`src/rtl/store_rmw_unit.sv`:
```
// Store read-modify-write unit.
// Takes one word store with a per-bit (byte-granular) write mask and turns it
// into memory traffic. An empty mask completes with no access. A full mask is
// a single write. A partial mask reads the word, merges it, then writes it back.
// All memory-side outputs come straight from flops and hold until mem_ack.
module store_rmw_unit #(
   parameter int ADDR_W = 30
) (
   input  logic              clk,
   input  logic              reset_n,
   input  logic              req_valid,
   output logic              req_ready,
   input  logic [ADDR_W-1:0] req_addr,
   input  logic [31:0]       req_data,
   input  logic [31:0]       req_mask,
   output logic              done,
   output logic              mem_req,
   output logic              mem_we,
   output logic [ADDR_W-1:0] mem_addr,
   output logic [31:0]       mem_wdata,
   input  logic [31:0]       mem_rdata,
   input  logic              mem_ack
);

   typedef enum logic [1:0] {IDLE, READ, WRITE, DONE} state_t;

   state_t            state_q, state_d;
   logic [ADDR_W-1:0] addr_q, addr_d;
   logic [31:0]       data_q, data_d;
   logic [31:0]       mask_q, mask_d;
   logic              mem_req_q, mem_req_d;
   logic              mem_we_q, mem_we_d;
   logic [ADDR_W-1:0] mem_addr_q, mem_addr_d;
   logic [31:0]       mem_wdata_q, mem_wdata_d;
   logic [31:0]       merged;

   // Old word with the store's bytes overlaid; data_q is already masked.
   assign merged = (mem_rdata & ~mask_q) | data_q;

   // Next-state and next memory-command decode.
   always_comb begin
      state_d     = state_q;
      addr_d      = addr_q;
      data_d      = data_q;
      mask_d      = mask_q;
      mem_req_d   = mem_req_q;
      mem_we_d    = mem_we_q;
      mem_addr_d  = mem_addr_q;
      mem_wdata_d = mem_wdata_q;
      case (state_q)
         IDLE: begin
            if (req_valid) begin
               addr_d     = req_addr;
               // Masked-out bits may be undefined; clear them on the way in.
               data_d     = req_data & req_mask;
               mask_d     = req_mask;
               mem_addr_d = req_addr;
               if (req_mask == 32'h0) begin
                  state_d = DONE;
               end else if (&req_mask) begin
                  state_d     = WRITE;
                  mem_req_d   = 1'b1;
                  mem_we_d    = 1'b1;
                  mem_wdata_d = req_data & req_mask;
               end else begin
                  state_d     = READ;
                  mem_req_d   = 1'b1;
                  mem_we_d    = 1'b0;
                  mem_wdata_d = 32'h0;
               end
            end
         end
         READ: begin
            if (mem_ack) begin
               state_d     = WRITE;
               mem_we_d    = 1'b1;
               mem_wdata_d = merged;
            end
         end
         WRITE: begin
            if (mem_ack) begin
               state_d     = DONE;
               mem_req_d   = 1'b0;
               mem_we_d    = 1'b0;
               mem_wdata_d = 32'h0;
            end
         end
         DONE: begin
            state_d = IDLE;
         end
         default: begin
            state_d   = IDLE;
            mem_req_d = 1'b0;
            mem_we_d  = 1'b0;
         end
      endcase
   end

   // State and command registers; reset abandons any access in flight.
   always_ff @(posedge clk or negedge reset_n) begin
      if (!reset_n) begin
         state_q     <= IDLE;
         addr_q      <= '0;
         data_q      <= 32'h0;
         mask_q      <= 32'h0;
         mem_req_q   <= 1'b0;
         mem_we_q    <= 1'b0;
         mem_addr_q  <= '0;
         mem_wdata_q <= 32'h0;
      end else begin
         state_q     <= state_d;
         addr_q      <= addr_d;
         data_q      <= data_d;
         mask_q      <= mask_d;
         mem_req_q   <= mem_req_d;
         mem_we_q    <= mem_we_d;
         mem_addr_q  <= mem_addr_d;
         mem_wdata_q <= mem_wdata_d;
      end
   end

   assign req_ready = (state_q == IDLE);
   assign done      = (state_q == DONE);
   assign mem_req   = mem_req_q;
   assign mem_we    = mem_we_q;
   assign mem_addr  = mem_addr_q;
   assign mem_wdata = mem_wdata_q;

endmodule

```
`config.mk`:
```
export PLATFORM = sky130hd
export DESIGN_NAME = store_rmw_unit
export DESIGN_NICKNAME = d
export VERILOG_FILES = /design/src/rtl/store_rmw_unit.sv
export SDC_FILE = /design/constraint.sdc
export NUM_CORES = 1
export LEC_CHECK = 0
export ABC_CLOCK_PERIOD_IN_PS = 3350
export CORE_MARGIN = 5
export CORE_UTILIZATION = 33
export CTS_CLUSTER_SIZE = 24
export DETAILED_ROUTE_END_ITERATION = 10
export GPL_TIMING_DRIVEN = 0
export PLACE_DENSITY = 0.65
export SLEW_MARGIN = 20
export SYNTH_ARGS = -nofsm -noshare
export SYNTH_HDL_FRONTEND = slang
export SYNTH_SLANG_ARGS = --single-unit
```
`constraint.sdc`:
```
create_clock -name clk -period 3.35 [get_ports clk]
set_clock_uncertainty 0.15 [all_clocks]
set_input_delay 0.67 -clock clk [delete_from_list [all_inputs] [get_ports clk]]
set_output_delay 0.67 -clock clk [all_outputs]
set_load 0.1 [all_outputs]
```
* After elaboration in Yosys (flattened, before gate mapping)
Index checks and enable logic that the tools add are counted.
W data, S select, Z words.
** Word-level totals
- Register bits after elaboration :: 130
- Input port bits :: 130
** Cells by class
- Eq/ne operators :: 7
- Muxes and demuxes :: 21
- Bitwise gates (word level) :: 4
- Reductions and logical operators :: 9
** Operators with widths (count)
- $mux W32 :: 5
- $pmux W32 S3 :: 1
- $and A32 B32 Y32 :: 2
- $logic_not A32 Y1 :: 1
- $not A32 Y32 :: 1
- $or A32 B32 Y32 :: 1
- $reduce_and A32 Y1 :: 1
- $mux W2 :: 5
- $ne A2 B2 Y1 const B :: 4
- $pmux W2 S4 :: 1
- $mux W1 :: 7
- $reduce_and A5 Y1 :: 1
- $eq A2 B2 Y1 const B :: 2
- $reduce_and A4 Y1 :: 1
- $pmux W1 S3 :: 1
- $reduce_and A3 Y1 :: 1
- $reduce_bool A3 Y1 :: 1
- $eq A2 B1 Y1 const B :: 1
- $logic_not A2 Y1 :: 1
- $pmux W1 S2 :: 1
- $reduce_and A2 Y1 :: 1
- $reduce_bool A2 Y1 :: 1

* Logic depth before layout (Yosys ltp)
- Depth after elaboration :: 5
- Depth in mapped cells :: 8
- Gate-level depth less buffers :: 7

* Worst setup path after synthesis
No wires, ideal clock.
- Kind :: reg2reg
- Start :: register state_q[0]
- End :: register mem_wdata_q[10], in the netlist mem_wdata[10]
- Arrival :: 2.692 ns
- Required time :: 3.074 ns
- Setup slack :: 0.381 ns
- Stages on the path, launching flop included :: 9
- Clock period less this slack :: 2.969 ns
- Cell sequence :: dfrtp_1 inv_1 ha_1 nor4b_2 nand4_1 nor3_2 nor3_2 buf_6 mux2_4
** On the way
- Cells in the longest elaborated chain, start to end :: 3
- Elaborated cells between the ends (all ways) :: 10
- Those cells by class :: eq/ne: 6; mux: 1; reduce/logical: 3
** Ends and longest elaborated chain
- from (decl) :: line 27 : state_t state_q, state_d;
- from (signal assigned) :: line 111 : state_q <= state_d;
- $logic_not A2 Y1 *
- named net req_ready :: line 12 : output logic req_ready,
- $ne A2 B2 Y1 (no line) or $reduce_bool A3 Y1 (tied branches)
- $reduce_and A5 Y1 (no line)
- to (signal assigned) :: line 118 : mem_wdata_q <= mem_wdata_d;
- to (decl) :: line 34 : logic [31:0] mem_wdata_q, mem_wdata_d;
The timed path passes the listed nets; every way through them passes the cells marked *.
A chain may end at the register's enable or synchronous reset.

* Worst setup path in the final report
- Start :: register state_q[0]
- End :: output done
** On the way
- Cells in the longest elaborated chain, start to end :: 1
** Ends and longest elaborated chain
- $eq A2 B2 Y1 :: line 123 : assign done = (state_q == DONE);
- to (decl) :: line 16 : output logic done,
No other way between the ends.

==> impl_metrics.csv <==
group,metric,value,unit
run_status,status,"finished, final reports clean",
logic_synthesis,yosysTopAreaCell,"dfrtp_1",
timing,setup_violations,0,
timing,fin_tns_setup,0,ps
clocking,cts_tree,"built",
clocking,cts-htree-levels,4,
cells_and_area,final_common_cell,"clkdlybuf4s50_1",
cells_and_area,drive_above_1_share,18.69,%
timing,slew-limit-headroom,30.89,%
timing,fin_crit_sh,91.35,%
logic_synthesis,synth-edff-count,0,
power_and_ir_drop,switching_power,0.004779,W
power_and_ir_drop,powerDensity,1144,mW/mm2
clocking,cts_sinks,130,
setup_path,cp.arrival,2240,ps
clocking,cts_buffer_depth,2,
worst_hold_path,hold_class,"in -> async",
timing,tightest_slew,1033,ps
cells_and_area,syn_to_final_growth,49.56,%
logic_synthesis,syn_area,0.005792,mm2
timing,clock.fmax,0.3268,GHz
cells_and_area,final_cell_mix,"clkdlybuf4s50_1 (193), dfrtp_1 (130), o21ai_0 (80), nand2_1 (66), mux2_2 (65)",
timing,final-hold-violation-count,0,
power_and_ir_drop,pwr-share-seq,26.8,%
logic_synthesis,syn-instance-count,489,
clocking,hold_buffers,0,
power_and_ir_drop,p_sw_share,48.24,%
setup_path,crit_type,"reg -> out",
power_and_ir_drop,peakVddDrop,0.0007131,V
floorplanning,dieHeight,142.5,um
floorplanning,core-area,0.01724,mm2
logic_synthesis,synth-simple-area-share,11.38,%
global_route,grt_pass1_vias,5064,
floorplanning,die_w,142.5,um
logic_synthesis,synth_top_cell_area_share,56.17,%
setup_path,r2r_setup_slack,650,ps
power_and_ir_drop,p_comb_share,54.4,%
logic_synthesis,synthArstFlopShare,100.0,%
logic_synthesis,synth_mux_area_share,20.41,%
route,antenna_left,0,
power_and_ir_drop,p_total,0.009906,W
floorplanning,start_util,33.60,%
power_and_ir_drop,internal_power,0.005127,W
cells_and_area,n_antenna_cell,0,
global_route,antenna_found_initial,0,
logic_synthesis,yosys_most_used_dff,"dfrtp_1",
placement,dpl_cell_area,0.008058,mm2
setup_path,crit_path_max_incr_delay,1170,ps
timing,drv_slew,0,
setup_path,r2r-start,"state_q[0]$_DFFE_PN0P_",
logic_synthesis,yosys_register_bits,130,
setup_path,endpoint_kind,"primary output",
route,drt-pass1-iter-count,4,
logic_synthesis,syn_nets,623,
route,drt_wl_total,17.20,mm
setup_path,cp_cell_sequence,"ha_1, clkdlybuf4s50_1",
clocking,cts_root_buf,"clkbuf_16",
setup_path,r2r-end,"mem_wdata[10]$_DFFE_PN0P_",
logic_synthesis,synth-seq-area-share,56.17,%
power_and_ir_drop,leakage,3.686,nW
floorplanning,pin_count,196,
global_route,grt_first_pass_wirelength,26.89,mm
clocking,clk_latency,410,ps
logic_synthesis,synth_cell_types,26,
global_route,grtUsageTotal,17.07,%
setup_path,crit_buf_inv,1,
logic_synthesis,synth_compound_area_share,9.160,%
logic_synthesis,avgSynthCellArea,11.84,um2
route,via_per_inst,4.896,
floorplanning,rows,48,
setup_path,reg2regPathDepth,8,
global_route,grt_max_degree,68,
route,avgRoutedWirePerCell,18.26,um
setup_path,critPathLaunchType,"register",
clocking,clk_pin_slew,60,ps
cells_and_area,final_area,0.008662,mm2
logic_synthesis,synth_xor_area_share,0,%
timing,rsz0062_at_grt,"false",
setup_path,critPathTopFamily,"buffers and inverters",
global_route,grt_overflow,0,
flow_run,maxCapViolCount,0,
floorplanning,die_area,0.02030,mm2
setup_path,worstPathMaxFanout,4,
timing,final.setup.worst_slack,289.9,ps
logic_synthesis,synth_top_family_by_area,"multiplexers",
clocking,cts_inserted_buffers,17,
route,drtIter0Drc,258,
placement,place_ws,-28.44,ps
logic_synthesis,synthTopCellsByArea,"dfrtp_1 (56%), mux2_2 (13%), mux2_4 (7.8%)",
timing,post-route-min-period,3060,ps
placement,hpwl,12.74,mm
setup_path,cp_slowest_cell,"clkdlybuf4s50_1",
cells_and_area,layout.nets,838,
route,drc,0,
logic_synthesis,synthAdderAreaFrac,0.8641,%
placement,port-buffer-count,195,
power_and_ir_drop,clkPwrFrac,18.9,%
logic_synthesis,ys_warn_count,0,
setup_path,critPathRequiredTime,2530,ps
setup_path,crit_path_start,"state_q[0]$_DFFE_PN0P_",
placement,place.gp.congestion,0.7651,
route,via_count,4612,
==> routing by layer <==
metal | up-vias | track usage (%) | part of all wire (%)
met5 | - | 0 | 0
met1 | 2289 | 21.47 | 43
li1 | 2149 | - | -
met4 | 0 | 6.353 | 2.0
met3 | 26 | 4.503 | 6.1
met2 | 148 | 28.26 | 49
==> sequential cells by signal, indices dropped and copies added, names as in the netlist <==
name,flops
data_q,32
mask_q,32
mem_addr,30
mem_req,1
mem_wdata,32
mem_we,1
state_q,2
==> cell families after synthesis <==
| group | after synthesis |
|---|---|
| multiplexers | 95 |
| AND/OR/NAND/NOR | 132 |
| adder cells (fa/ha/maj) | 4 |
| AO/OA/AOI/OAI | 103 |
| buffers and inverters | 25 |
| flip-flops | 130 |
==> how the worst max path moves through the flow <==
stage                                     end  slack [ps]  cells past startpoint
finish                                   done         290                      2
floorplan           mem_wdata[10]$_DFFE_PN0P_         380                      8
detailed placement  mem_wdata[20]$_DFFE_PN0P_         -30                      7
global route        mem_wdata[19]$_DFFE_PN0P_         190                      7
global placement     mem_addr[22]$_DFFE_PN0P_       -3680                      1
CTS                                 req_ready          30                      3
==> through the flow <==
| step | std cells | util, % | hold WS [ps] |
|---|---|---|---|
| after global placement | 909 | 46.56 | 307.0 |
| final | 942 | 50.25 | 47.07 |
| after CTS | 942 | 50.24 | 64.91 |
| after detailed placement | 910 | 46.75 | 315.0 |
| after floorplan | 489 | - | 224.4 |
| after global routing | 942 | 50.25 | 85.08 |
==> cells in the mapped netlist, drive strengths merged, types with 2 or more instances <==
library cell and count:
nand2b 3, dfrtp 130, ha 4, mux2 95, o21ai 98, nor2 7, inv 3, nand2 66
nor2b 32, clkbuf 19, buf 3, nor4 7, nand4 11, nor3 2
==> what timing repair did <==
action | CTS | global route
resized for setup | 0 | 1
setup buffers | 0 | 0
endpoints found under the setup margin | 0 | 1
==> power by group through the flow <==
stage	logic [W]	clock network (W)	registers, W
finish	0.00538	0.00187	0.00265
floorplan	0.00157	0	0.00510
global placement	0.00534	0	0.00264
detailed placement	0.00542	0	0.00267
global route	0.00562	0.00198	0.00274
CTS	0.00544	0.00192	0.00265
==> area by class of cell <==
| cell class | count | area (um2) |
|---|---|---|
| clock buffers | 24 | 501.7 |
| flip-flops and latches | 130 | 3253 |
| inverters | 3 | 11.26 |
| clock inverters | 8 | 100.1 |
| plain buffers | 22 | 105.1 |
| multi-input cells | 334 | 2422 |
| well taps | 225 | 281.5 |
| repair buffers | 196 | 1987 |
| fillers | 1499 | 8574 |
(Power assumes the default switching activity.)
